[src/rtl/lfsr_prng.sv]
// rtl/lfsr_prng.sv - multi-bit-per-cycle Fibonacci/Galois LFSR generator with a
// registered ready/valid output word, zero-state recovery and an accepted-word counter.
module lfsr_prng #(
  parameter int               WIDTH = 32,
  parameter int               OUT_W = 8,
  parameter logic [WIDTH-1:0] SEED  = {WIDTH{1'b1}},
  parameter int               CNT_W = 32
) (
  input  logic             clk,
  input  logic             rst,
  input  logic             en,
  input  logic             mode,
  input  logic [WIDTH-1:0] poly,
  input  logic             seed_load,
  input  logic [WIDTH-1:0] seed_data,
  output logic             out_valid,
  input  logic             out_ready,
  output logic [OUT_W-1:0] out_data,
  output logic             lockup,
  output logic [CNT_W-1:0] word_cnt
);

  logic [WIDTH-1:0] state_q, state_d;
  logic             out_valid_q, out_valid_d;
  logic [OUT_W-1:0] out_data_q, out_data_d;
  logic             lockup_q, lockup_d;
  logic [CNT_W-1:0] word_cnt_q, word_cnt_d;

  logic [WIDTH-1:0] next_state;
  logic [OUT_W-1:0] next_word;
  logic             advance;
  logic             accept;

  // Unroll OUT_W single steps; the first bit shifted out lands in the word MSB.
  always_comb begin : step_unroll
    logic [WIDTH-1:0] s;
    logic             b;
    s         = state_q;
    b         = 1'b0;
    next_word = '0;
    for (int i = 0; i < OUT_W; i++) begin
      b                      = s[WIDTH-1];
      next_word[OUT_W-1-i]   = b;
      if (mode) begin
        s = {s[WIDTH-2:0], 1'b0} ^ (b ? poly : '0);
      end else begin
        s = {s[WIDTH-2:0], ^(s & poly)};
      end
    end
    next_state = s;
  end

  assign accept  = out_valid_q && out_ready;
  assign advance = en && !seed_load && (!out_valid_q || out_ready);

  always_comb begin
    state_d     = state_q;
    out_valid_d = out_valid_q;
    out_data_d  = out_data_q;
    lockup_d    = 1'b0;
    word_cnt_d  = word_cnt_q;

    if (accept) begin
      word_cnt_d = word_cnt_q + CNT_W'(1);
    end

    if (seed_load) begin
      // A zero seed would stall the register forever, so fall back to SEED.
      if (seed_data == '0) begin
        state_d  = SEED;
        lockup_d = 1'b1;
      end else begin
        state_d = seed_data;
      end
      out_valid_d = 1'b0;
      word_cnt_d  = '0;
    end else if (advance) begin
      if (next_state == '0) begin
        state_d  = SEED;
        lockup_d = 1'b1;
      end else begin
        state_d = next_state;
      end
      out_data_d  = next_word;
      out_valid_d = 1'b1;
    end else if (accept) begin
      out_valid_d = 1'b0;
    end
  end

  always_ff @(posedge clk) begin
    if (rst) begin
      state_q     <= SEED;
      out_valid_q <= 1'b0;
      out_data_q  <= '0;
      lockup_q    <= 1'b0;
      word_cnt_q  <= '0;
    end else begin
      state_q     <= state_d;
      out_valid_q <= out_valid_d;
      out_data_q  <= out_data_d;
      lockup_q    <= lockup_d;
      word_cnt_q  <= word_cnt_d;
    end
  end

  assign out_valid = out_valid_q;
  assign out_data  = out_data_q;
  assign lockup    = lockup_q;
  assign word_cnt  = word_cnt_q;

endmodule

[config.mk]
export PLATFORM = sky130hd
export DESIGN_NAME = lfsr_prng
export DESIGN_NICKNAME = d
export VERILOG_FILES = /design/src/rtl/lfsr_prng.sv
export SDC_FILE = /design/constraint.sdc
export NUM_CORES = 1
export LEC_CHECK = 0
export CORE_MARGIN = 2
export CORE_UTILIZATION = 49
export DETAILED_ROUTE_END_ITERATION = 8
export GPL_TIMING_DRIVEN = 0
export PLACE_DENSITY = 0.78
export SETUP_SLACK_MARGIN = 0.1
export SYNTH_ARGS = -nofsm -noshare
export SYNTH_HDL_FRONTEND = slang
export SYNTH_SLANG_ARGS = --single-unit
[constraint.sdc]
create_clock -name clk -period 8.42 [get_ports clk]
set_input_delay 0.842 -clock clk [delete_from_list [all_inputs] [get_ports clk]]
set_output_delay 0.842 -clock clk [all_outputs]
set_load 0.05 [all_outputs]
# Word level (Yosys, flattened, before mapping)
# Index checks and enable logic that the tools add are counted.
# op_classes
n_reduce_logical	20
n_addsub	1
bitwise_logic	17
n_mux	26
# ops
operator	count
$mux W32	20
$and A32 B32 Y32	8
$reduce_xor A32 Y1	8
$xor A32 B32 Y32	8
$logic_not A32 Y1	2
$add A32 B1 Y32 const B	1
$mux W1	6
$reduce_bool A2 Y1	2
$logic_and A1 B1 Y1	3
$logic_not A1 Y1	2
$reduce_and A2 Y1	1
$reduce_or A2 Y1	1
$logic_or A1 B1 Y1	1
$not A1 Y1	1
# totals
out_inout_bits	42
elab_cells	69
ff_bits	74

# Logic depth before layout (Yosys ltp)
# logic_depth
depth_word	28
ltp_mapped	27
depth_no_buf	20

# Worst setup path before layout
# Ideal clock, no wire load.
# synth_path
kind	input to register
start	input mode
end	register state_q[1]
slack_ns	2.241
cell_stages	23
setup_time_ns	0.079
path_buffers	3
arrival_time_ns	6.100
cell_sequence	buf_2 -> and2_1 -> buf_2 -> o21ai_2 -> xnor2_2 -> mux2i_1 -> xnor3_1 -> or4_4 -> nand2_8 -> mux2i_1 -> xnor2_2 -> nand2_1 -> xnor2_1 -> xnor3_1 -> xnor3_1 -> xnor2_1 -> xnor3_1 -> xnor3_1 -> xnor2_1 -> and4_1 -> o41a_1 -> buf_2 -> o211ai_1
# synth_via
elab_chain_len	26
elab_cells_between_ends	40
cone_classes	mux (18); bitwise (14); reduce/logical (8)
# synth_lines
item	line_no	text
start: declaration	12	input logic mode,
$mux W32	44	if (mode) begin
$and A32 B32 Y32 / $mux W32 (equally long branches)	47, 45	
$reduce_xor A32 Y1 / $xor A32 B32 Y32 (equally long branches)	47, 45	
$mux W32	44	
$and A32 B32 Y32 / $mux W32 (equally long branches)	47, 45	
$reduce_xor A32 Y1 / $xor A32 B32 Y32 (equally long branches)	47, 45	
$mux W32	44	
$and A32 B32 Y32 / $mux W32 (equally long branches)	47, 45	
[... 10 more ...]	-	
$mux W32	44	
$and A32 B32 Y32 / $mux W32 (equally long branches)	47, 45	
$reduce_xor A32 Y1 / $xor A32 B32 Y32 (equally long branches)	47, 45	
$mux W32 (*)	44	
$logic_not A32 Y1	78	if (next_state == '0) begin
$mux W32 (*)	78	
$mux W32 (*)	77	end else if (advance) begin
$mux W32 (*)	67	if (seed_load) begin
end signal: assignment	99	state_q <= state_d;
end: declaration	23	logic [WIDTH-1:0] state_q, state_d;
# Mark *: on every way between the ends. The rest lies on a longest branch, timed or not. The select of a mux whose other input is x is not followed.
# A chain may end at the register's enable or synchronous reset.

# Worst setup path in the final report
# layout_path
start	input poly[9]
end	register state_q[3]
# layout_via
elab_chain_len	28
elab_cells_between_ends	44
cone_classes	mux (19); bitwise (16); reduce/logical (9)
# layout_lines
item	line_no	text
start: declaration	13	input logic [WIDTH-1:0] poly,
$and A32 B32 Y32 / $mux W32 (equally long branches)	47, 45	
$reduce_xor A32 Y1 / $xor A32 B32 Y32 (equally long branches)	47, 45	
$mux W32	44	
$and A32 B32 Y32	47	s = {s[WIDTH-2:0], ^(s & poly)};
$reduce_xor A32 Y1	47	
$mux W32	44	
$and A32 B32 Y32	47	
$reduce_xor A32 Y1	47	
[... 12 more ...]	-	
$mux W32	44	
$and A32 B32 Y32	47	
$reduce_xor A32 Y1	47	
$mux W32 (*)	44	
$logic_not A32 Y1	78	
$mux W32 (*)	78	
$mux W32 (*)	77	
$mux W32 (*)	67	
# Marks and branches as above.

==> metrics.md <==
| Metric | Value |
|---|---|
| Worst Setup Path Type | input pin to register |
| Critical Path RT | between 8 and 9 ns |
| Vias in the first global route | approximately 16000 |
| Placer Congestion | ~1.1 |
| DR top layer | met5 |
| Drt pass-1 iters | 6 |
| Complex-gate fraction of the synthesized area | 0.158 |
| Share of post-route cells with drive strength above 1 | 0.0578 |
| # clock sinks | 74 |
| Mapped cell area | ~15000 sq um |
| Worst path arrival time | 8.31 ns |
| Antenna violations before repair | 3 |
| Die area | between 30000 and 40000 sq um |
| XOR/XNOR Fraction of Synth Area | 0.392 |
| Vias per cell | 6.43 |
| Die Ht | about 180 microns |
| Routed WL | around 78000 microns |
| Period utilization | 0.961 |
| Largest net degree at the start of global routing | 14 |
| Num CTS Buffers | 9 |
| Critical path depth | 21 |
| Post-Synth Simple-Gate Area | 0.254 |
| Worst r2r path cells | 23 |
| Rows | 64 |
| Most used cell, CP | xnor2_1 |
| Drt wl/cell | ~29 microns |
| RSZ-0062 raised after global routing | false |
| Most frequent cells in the layout | xnor2_1 (391), nand2_1 (316), nor2_1 (227) |
| Fin util | 0.558 |
| CP startpoint | poly[9] |
| DRT met1 WL | 29000 microns |
| Crit path capture | state_q[3] |
| Grt ovf | 0 |
| Area grow syn2layout | 11.9% |
| Crit end category | register |
| Seq cells post-synth | 74 |
| Final Max Tran Viols | 0 |
| Iteration-0 DRC count of the detailed router | approximately 2600 |
| Syn nets | approximately 2200 |
| FILL cells | between 3000 and 4000 |
| Worst Tran Pin Value | ~1.2 ns |
| Worst skew pair latency | roughly 0.34 ns |
| Vias | around 17000 |
| Setup bufs post-CTS | 0 |
| Clk root buf | clkbuf_16 |
| Synth warnings | 0 |
| CP top delay family | XOR/XNOR gates |
| Global-route wire length before repair | between 100000 and 150000 microns |
| Commonest non-fill, non-tap cell in the layout | xnor2_1 |
| Synth async-reset ratio | 0 |
| Clk pin slew, worst setup/hold paths | roughly 0.060 ns |
| Ys flop type | dfxtp_1 |
| Tot GR Track Use | 0.462 |
| Seq/Total Area, Yosys | 0.0969 |
| Max Root-Sink Buffers | 2 |
| Critical Path Source Type | input pin |
| H-tree levels | 3 |
| Area occupied by multi-input gates | 13000 sq um |
| Slew headroom | 0.169 |
| Main combinational cell family by area after synthesis | XOR/XNOR gates |
| Routed met3 length | 10900 microns |
| CP Cell Sequence | clkdlybuf4s50_1, clkbuf_1, nand2_1, nor2_1, xnor2_1, xor2_1, xor2_1, xnor2_1, xnor2_1, xnor2_1, nand2_1, xnor2_1, xnor2_1, xnor2_1, xnor3_1, xnor3_1, xnor2_1, and4_1, o41a_1, buf_2, o211ai_1 |
| I/O pins | between 100 and 150 |
| Tmin final | between 8 and 9 ns |
| Final setup fails | 0 |
| Register area | 1480 sq um |
| IO buf count | about 100 |
| Residual DRC | 0 |
| Skew final | ~0.007 ns |
| Fmax achieved | approximately 0.12 GHz |
| RR Startpoint | state_q[31] |
| DP HPWL | approximately 60000 microns |
| CTS tree | done |
| RR Endpoint | state_q[3] |
| Routed wl met2 | between 30000 and 40000 microns |
| Post-CTS Hold Buffers | 0 |
| Reg2reg setup slack | about 0.50 ns |
| CP Buf/Inv Count | 3 |
| Worst hold path class | register to register |
| Multiplexer area fraction after synthesis | 0.0441 |
| Critical Path Fanout Max | 10 |
| Crit-path max cell delay | ~0.85 ns |
| Crit path max-delay cell type | xor2_1 |
| Post-DRT Antenna Nets | 0 |
| Die span in x | 181 microns |
| Synth unique cells | 90 |
| Syn Area/Cell | approximately 7 sq um |
| Nets@finish | 2350 |
| Max-cap violations | 0 |
| Synth Instances | roughly 2200 |
| Adder-cell share of the synthesized area | 0.000819 |
| Status | finished clean |
| EDFF count, synth | 0 |
| Core Region | between 30000 and 40000 sq um |
| Starting Density | 0.498 |
| Final hold violations | 0 |
[metal layers]
layer,up-vias,GRT usage
li1,7559,-
met1,8063,0.597
met2,1316,0.681
met3,298,0.120
met4,2,0.295
met5,-,0
[per-stage QoR]
stage,instance area [sq um],setup slack [ns],TNS (ns),std cells,hold slack (ns)
floorplan,15300,2.24,0,2170,0.580
global placement,16800,-0.560,-16.82,2664,0.470
detailed placement,16800,-0.591,-17.82,2664,0.481
finish,17100,0.324,0,2681,0.487
CTS,17100,0.110,0,2680,0.494
global route,17100,0.103,0,2680,0.523
[cells by family after synthesis]
kind of cell | after synthesis
muxes | 66
DFF | 74
and+or+nand+nor | 842
AOI/OAI and AO/OA | 379
xor gates and xnor gates | 618
adders and majority gates | 1
buffers and inverters | 190
[worst min-delay path by stage]
stage / from / to / slack, ns / depth (start not counted)
global route: out_data[1] / out_data[1] / 0.52 / 2
floorplan: state_q[26] / state_q[26] / 0.58 / 4
detailed placement: out_data[6] / out_data[6] / 0.48 / 2
CTS: out_data[6] / out_data[6] / 0.49 / 2
finish: out_data[1] / out_data[1] / 0.49 / 2
global placement: out_data[1] / out_data[1] / 0.47 / 2
[Yosys cell counts (10+ instances only)]
master | number | area, sq um
xnor2_1 | 396 | 3470
nand2_1 | 317 | 1190
nor2_1 | 229 | 860
xor2_1 | 175 | 1530
o21ai_0 | 111 | 556
clkbuf_1 | 93 | 349
a21oi_1 | 89 | 445
dfxtp_1 | 74 | 1480
nand3_1 | 68 | 340
mux2i_1 | 64 | 641
nor3_1 | 53 | 265
buf_2 | 46 | 230
xnor3_1 | 34 | 766
and3_1 | 31 | 194
and2_1 | 24 | 150
o211ai_1 | 24 | 180
o22ai_1 | 22 | 138
inv_1 | 18 | 67.6
or3_1 | 16 | 100
and3b_1 | 15 | 131
buf_1 | 15 | 56.3
nand4_1 | 15 | 93.8
a211oi_1 | 14 | 105
nor2b_1 | 13 | 81.3
o221ai_1 | 12 | 105
nor4_1 | 11 | 68.8
a31oi_1 | 10 | 62.6
buf_4 | 10 | 75.1
nor3b_1 | 10 | 75.1
[state kept, by name, summed over array words and instances, names as in the netlist]
name	cells
state_q	32
word_cnt	32
out_data	8
lockup	1
out_valid	1
[worst register-to-register path: cells and delay by family, from the launching register on]
family | cells | cell delay, ns
flip-flops | 1 | 0.31
XOR/XNOR | 13 | 4.88
buffers and inverters | 5 | 1.50
AO/OA/AOI/OAI | 2 | 0.44
AND/OR/NAND/NOR | 3 | 0.68
[cell type report]
type | count | area share
clock inverter | 5 | 0.00219
sequential | 74 | 0.0866
antenna | 1 | 0.000146
buffer | 168 | 0.0441
timing repair buffer | 98 | 0.0573
inverter | 22 | 0.00505
clock buffer | 11 | 0.0142
multi-input combinational | 1906 | 0.761
tap | 396 | 0.0290
[repair_timing]
item                       CTS  global route
setup endpoints to repair   33            33
gates cloned                 0             0
resized for setup            4            16
Power is not shown: default switching activity piles up to over one toggle a cycle in this logic, so the estimate is an artifact.
